### config.mk
export PLATFORM = sky130hd
export DESIGN_NAME = branch_cmp_seq
export DESIGN_NICKNAME = d
export VERILOG_FILES = /design/src/rtl/branch_cmp_seq.sv
export SDC_FILE = /design/constraint.sdc
export NUM_CORES = 1
export LEC_CHECK = 0
export ABC_AREA = 1
export BUFFER_PORTS_ARGS = -buffer_cell sky130_fd_sc_hd__buf_4
export CORE_UTILIZATION = 58
export DETAILED_ROUTE_END_ITERATION = 10
export HOLD_SLACK_MARGIN = 0.06
export PLACE_DENSITY_LB_ADDON = 0.25
export SYNTH_ARGS = -nofsm -noshare
export SYNTH_HDL_FRONTEND = slang
export SYNTH_SLANG_ARGS = --single-unit
### constraint.sdc
create_clock -name clk -period 6 [get_ports clk]
set_input_delay 1.2 -clock clk [delete_from_list [all_inputs] [get_ports clk]]
set_output_delay 1.2 -clock clk [all_outputs]
set_load 0.02 [all_outputs]
### src/rtl/branch_cmp_seq.sv
// branch_cmp_seq: multi-cycle rs1 - rs2 comparator for branch resolution.
// Subtracts STEP bits per cycle, LSB slice first. It produces the zero, carry,
// sign and overflow flags plus the branch code that travels with the operands.
// Optional feature macro: CMP_DIFF_OUT_EN adds the full difference output 'diff'.
`timescale 1ns/1ps

module branch_cmp_seq #(
    parameter int XLEN = 32,
    parameter int STEP = 8
) (
    input  logic            clk,
    input  logic            rst_n,
    input  logic            in_valid,
    output logic            in_ready,
    input  logic [XLEN-1:0] rs1,
    input  logic [XLEN-1:0] rs2,
    input  logic [2:0]      branch_in,
    input  logic            flush,
    output logic            out_valid,
    input  logic            out_ready,
    output logic [2:0]      branch_out,
    output logic            zero,
    output logic            carry,
    output logic            sign,
`ifdef CMP_DIFF_OUT_EN
    output logic            overflow,
    output logic [XLEN-1:0] diff
`else
    output logic            overflow
`endif
);

    localparam int NSLICE = XLEN / STEP;
    localparam int CNT_W  = (NSLICE > 1) ? $clog2(NSLICE) : 1;

    typedef enum logic [1:0] {
        IDLE,
        CALC,
        DONE
    } state_t;

    state_t            r_state;
    logic [XLEN-1:0]   r_a;
    logic [XLEN-1:0]   r_b;
    logic              r_cin;
    logic              r_zero_acc;
    logic [CNT_W-1:0]  r_cnt;
    logic              r_in_ready;
    logic              r_out_valid;
    logic [2:0]        r_branch;
    logic              r_zero;
    logic              r_carry;
    logic              r_sign;
    logic              r_overflow;

    // The operand registers shift right by STEP each CALC cycle, so the
    // current slice always sits in the low STEP bits and no variable index
    // is needed.
    logic [STEP-1:0]   w_a_slice;
    logic [STEP-1:0]   w_b_slice;
    logic [STEP:0]     w_sum;
    logic [STEP-1:0]   w_res;
    logic              w_cout;
    logic              w_last;

    assign w_a_slice = r_a[STEP-1:0];
    assign w_b_slice = r_b[STEP-1:0];
    assign w_sum     = {1'b0, w_a_slice} + {1'b0, ~w_b_slice} + {{STEP{1'b0}}, r_cin};
    assign w_res     = w_sum[STEP-1:0];
    assign w_cout    = w_sum[STEP];
    assign w_last    = (r_cnt == CNT_W'(NSLICE - 1));

`ifdef CMP_DIFF_OUT_EN
    logic [XLEN-1:0] r_diff;
    logic [XLEN-1:0] w_diff_next;

    // Result slices enter at the top and shift down, so after the last slice
    // the register holds the difference in natural bit order.
    if (NSLICE == 1) begin : g_diff_single
        assign w_diff_next = w_res;
    end else begin : g_diff_shift
        assign w_diff_next = {w_res, r_diff[XLEN-1:STEP]};
    end

    // Difference register: cleared on reset, filled one slice per CALC cycle.
    always_ff @(posedge clk) begin
        if (!rst_n) begin
            r_diff <= '0;
        end else if (!flush && (r_state == CALC)) begin
            r_diff <= w_diff_next;
        end
    end

    assign diff = r_diff;
`endif

    // Control FSM with registered handshake outputs and flag registers.
    // NOTE: sequential state uses non-blocking assignments only, so every
    // register samples the pre-edge values regardless of statement order.
    always_ff @(posedge clk) begin
        if (!rst_n) begin
            r_state     <= IDLE;
            r_a         <= '0;
            r_b         <= '0;
            r_cin       <= 1'b0;
            r_zero_acc  <= 1'b0;
            r_cnt       <= '0;
            // NOTE: in_ready is a register, so it reads 0 for the whole
            // time rst_n is low and rises only on the first edge after release.
            r_in_ready  <= 1'b0;
            r_out_valid <= 1'b0;
            r_branch    <= 3'b000;
            r_zero      <= 1'b0;
            r_carry     <= 1'b0;
            r_sign      <= 1'b0;
            r_overflow  <= 1'b0;
        end else if (flush) begin
            // Redirect aborts any compare. The flags keep stale values,
            // which is harmless because out_valid is cleared.
            r_state     <= IDLE;
            r_in_ready  <= 1'b1;
            r_out_valid <= 1'b0;
        end else begin
            case (r_state)
                IDLE: begin
                    r_in_ready <= 1'b1;
                    if (in_valid && r_in_ready) begin
                        r_a        <= rs1;
                        r_b        <= rs2;
                        r_branch   <= branch_in;
                        r_cin      <= 1'b1;
                        r_zero_acc <= 1'b0;
                        r_cnt      <= '0;
                        r_in_ready <= 1'b0;
                        r_state    <= CALC;
                    end
                end
                CALC: begin
                    r_a        <= r_a >> STEP;
                    r_b        <= r_b >> STEP;
                    r_cin      <= w_cout;
                    r_zero_acc <= r_zero_acc | (|w_res);
                    r_cnt      <= r_cnt + CNT_W'(1);
                    if (w_last) begin
                        r_zero      <= ~(r_zero_acc | (|w_res));
                        r_carry     <= w_cout;
                        r_sign      <= w_res[STEP-1];
                        r_overflow  <= (w_a_slice[STEP-1] != w_b_slice[STEP-1]) &&
                                       (w_res[STEP-1] != w_a_slice[STEP-1]);
                        r_out_valid <= 1'b1;
                        r_state     <= DONE;
                    end
                end
                DONE: begin
                    if (out_ready) begin
                        r_out_valid <= 1'b0;
                        r_in_ready  <= 1'b1;
                        r_state     <= IDLE;
                    end
                end
                default: begin
                    r_state     <= IDLE;
                    r_in_ready  <= 1'b1;
                    r_out_valid <= 1'b0;
                end
            endcase
        end
    end

    assign in_ready   = r_in_ready;
    assign out_valid  = r_out_valid;
    assign branch_out = r_branch;
    assign zero       = r_zero;
    assign carry      = r_carry;
    assign sign       = r_sign;
    assign overflow   = r_overflow;

endmodule
==> run_results.csv <==
group,metric,value,unit
synthesis,synth-seq-cells,79,
die,rows,28,
sta,rsz0062_at_grt,"false",
sta,drv_slew,0,
cts,cts_root_buffer,"clkbuf_8",
cts,cts_hold_buf,0,
pwr,switching_power,0.000313,W
synthesis,synth_top_cell_area_share,0.433,
cts,clk-insertion-delay-late,350,ps
drt,firstDrtPassIters,6,
worst_hold_path,hp-class,"flop to flop",
job,cap_viol_max_count,0,
pwr,p_int,0.000921,W
sta,finalCriticalPeriod,3610,ps
die,die-area,0.00662,mm2
global_route,grt-ovfl-total,0,
setup_path,cp-start-kind,"input port",
synthesis,synthAdderAreaFrac,0.0384,
pwr,pwr-share-clk,0.389,
setup_path,rr_endpoint,"r_a[21]",
cts,cts_num_sinks,79,
outcome,status,"finished, final reports clean",
pwr,comb_power_share,0.151,
synthesis,netlist_instances,513,
cts,cts_tree,"built",
setup_path,critPathKind,"input port to flop",
drt,vias,3617,
synthesis,synth_area_leaders,"dfxtp_1 (43%), nand2_1 (16%), a31oi_1 (8.2%), o21ai_0 (7.0%), inv_1 (4.0%)",
setup_path,critical_path_required,6270,ps
global_route,track_usage,0.286,
synthesis,synthXorXnorAreaFrac,0,
global_route,top_usage_layer,"met2",
global_route,antenna_found_initial,0,
cts,path_clk_slew,80,ps
place,io_buffers,80,
synthesis,synth_compound_area_frac,0.210,
die,core,0.00599,mm2
cts,ctsResizeCount,0,
pwr,leakagePower,2.00,nW
sta,finalCritPeriodShare,0.601,
layout,final_cell_mix,"nand2_1 (155), buf_4 (81), dfxtp_1 (79)",
drt,first_iter_violations,279,
sta,finalSetupTns,0,ps
cts,cts_buffers,9,
layout,area_delta_synth_final,21.3,%
worst_hold_path,hold_start,"r_a[31]",
global_route,gr-usage-met3,0.0517,
pwr,p_sw_frac,0.254,
pwr,p_total,0.00123,W
sta,hold_viol,0,
place,dpl.hpwl,5.81,mm
global_route,grt_pass1_wl,14.6,mm
drt,post-route-drc-count,0,
synthesis,synth_top_family_by_area,"simple AND/OR/NAND/NOR gates",
drt,wl_per_cell,13.5,um
sta,tightest_slew,1080,ps
synthesis,synth_cell_types,23,
setup_path,path_max_fanout,73,
setup_path,reg2reg_slack,2880,ps
setup_path,r2r_start,"r_state[1]",
layout,final_util,0.739,
cts,post_cts_buffers,0,
synthesis,yosys.area_share.simple,0.228,
sta,setup_violations,0,
drt,via_per_inst,5.56,
synthesis,synth_mux_area_frac,0,
global_route,grt_pass1_vias,3280,
synthesis,synthFlopType,"dfxtp_1",
worst_hold_path,min_path_cells,2,
drt,wl,8.80,mm
setup_path,reg2regPathDepth,7,
global_route,gr-usage-met1,0.359,
die,die_y,81.3,um
synthesis,synth.avg_cell_area,7.12,um2
pwr,ir_drop,0.179,mV
synthesis,syn_nets,595,
die,io_pins,81,
sta,finalClockSkew,11.7,ps
die,die_x,81.3,um
synthesis,yosysWarningCount,0,
synthesis,yosys.area.top_type,"dfxtp_1",
setup_path,critPathCaptureType,"flop",
layout,nNetsFinal,652,
global_route,grt_start_max_net_pins,74,
cts,cts_buffer_depth,2,
setup_path,worstPathArrival,3880,ps
sta,timing.hold.ws,469,ps
layout,num_antenna_cells,0,
synthesis,synth_edf_count,0,
sta,max-slew-margin-rel,0.279,
global_route,grt_use_met2,0.483,
drt,ant_nets,0,
synthesis,netlist_area,0.00365,mm2
layout,layout_commonest_cell,"nand2_1",
synthesis,seq_area_frac_synth,0.433,
layout,fill_cells,473,
pwr,p_per_area,279,mW/mm2
place,gp_congestion,0.868,
worst_hold_path,worstHoldEndpoint,"r_a[31]",
layout,drive_gt1_frac,0.174,
die,start_util,0.609,
synthesis,synthArstFlopShare,0,
cts,htree_levels,3,
sta,fmax,277,MHz
pwr,pwr-share-seq,0.460,
==> power by group through the flow <==
| stage | sequential [W] | clock [W] | combinational, W |
|---|---|---|---|
| 4_1_cts | 0.000568 | 0.000480 | 0.000185 |
| 2_1_floorplan | 0.000577 | 0 | 0.000121 |
| 6_report | 0.000568 | 0.000481 | 0.000186 |
| 5_1_grt | 0.000572 | 0.000506 | 0.000211 |
| 3_5_place_dp | 0.000579 | 0 | 0.000183 |
| 3_3_place_gp | 0.000579 | 0 | 0.000175 |
==> metal layers <==
layer | wire length, um | share of wire
met4 | 165 | 0.019
met5 | 0 | 0
met1 | 3750 | 0.43
met2 | 4400 | 0.50
met3 | 487 | 0.055
==> cell families after synthesis <==
kind of cell,Yosys count
AO/OA/AOI/OAI,139
adder cells (fa/ha/maj),10
buffers and inverters,78
flip-flops,79
AND/OR/NAND/NOR,207
==> per-stage QoR <==
stage,std cells,worst slack [ps],instance area [um2]
floorplan,513,3990,3650
global placement,634,2260,4190
detailed placement,634,2110,4190
CTS,650,2450,4430
global route,650,2100,4430
finish,650,2390,4430
==> flip-flops by register name, indices dropped and copies added, names as in the netlist <==
name and cells:
r_zero_acc 1, zero 1, overflow 1, out_valid 1
r_a 32, r_cin 1, carry 1, r_b 32
r_state 2, sign 1, in_ready 1, r_cnt 2
branch_out 3
==> final cells by class <==
| type | count | area (um2) | area share |
|---|---|---|---|
| timing repair buffer | 81 | 608 | 0.137 |
| clock inverter | 3 | 90.1 | 0.0203 |
| tap | 75 | 93.8 | 0.0212 |
| multi-input combinational | 356 | 1750 | 0.394 |
| sequential | 79 | 1580 | 0.357 |
| inverter | 43 | 161 | 0.0364 |
| clock buffer | 13 | 149 | 0.0336 |
==> synth_stat cells (5+ instances only) <==
cell / instances
o21ai_0: 51
buf_4: 5
buf_2: 14
nand3_1: 27
o21ai_1: 6
clkbuf_1: 16
inv_1: 39
dfxtp_1: 79
nor2_1: 19
ha_1: 8
nand2_1: 155
a21oi_1: 29
a31oi_1: 48
==> how the worst max path moves through the flow <==
stage / start / endpoint / depth (start not counted)
6_report: flush / r_a[21] / 7
5_1_grt: flush / r_b[4] / 7
4_1_cts: flush / r_a[21] / 7
2_1_floorplan: in_valid / r_b[1] / 8
3_3_place_gp: flush / r_a[11] / 7
3_5_place_dp: flush / r_a[21] / 7
==> worst max-delay path: stages <==
cell,delay (ps)
buf_4,140
inv_2,50
nand3_1,590
inv_2,1040
buf_4,470
o21ai_0,170
a31oi_1,180
Power figures use the tool's default switching activity.
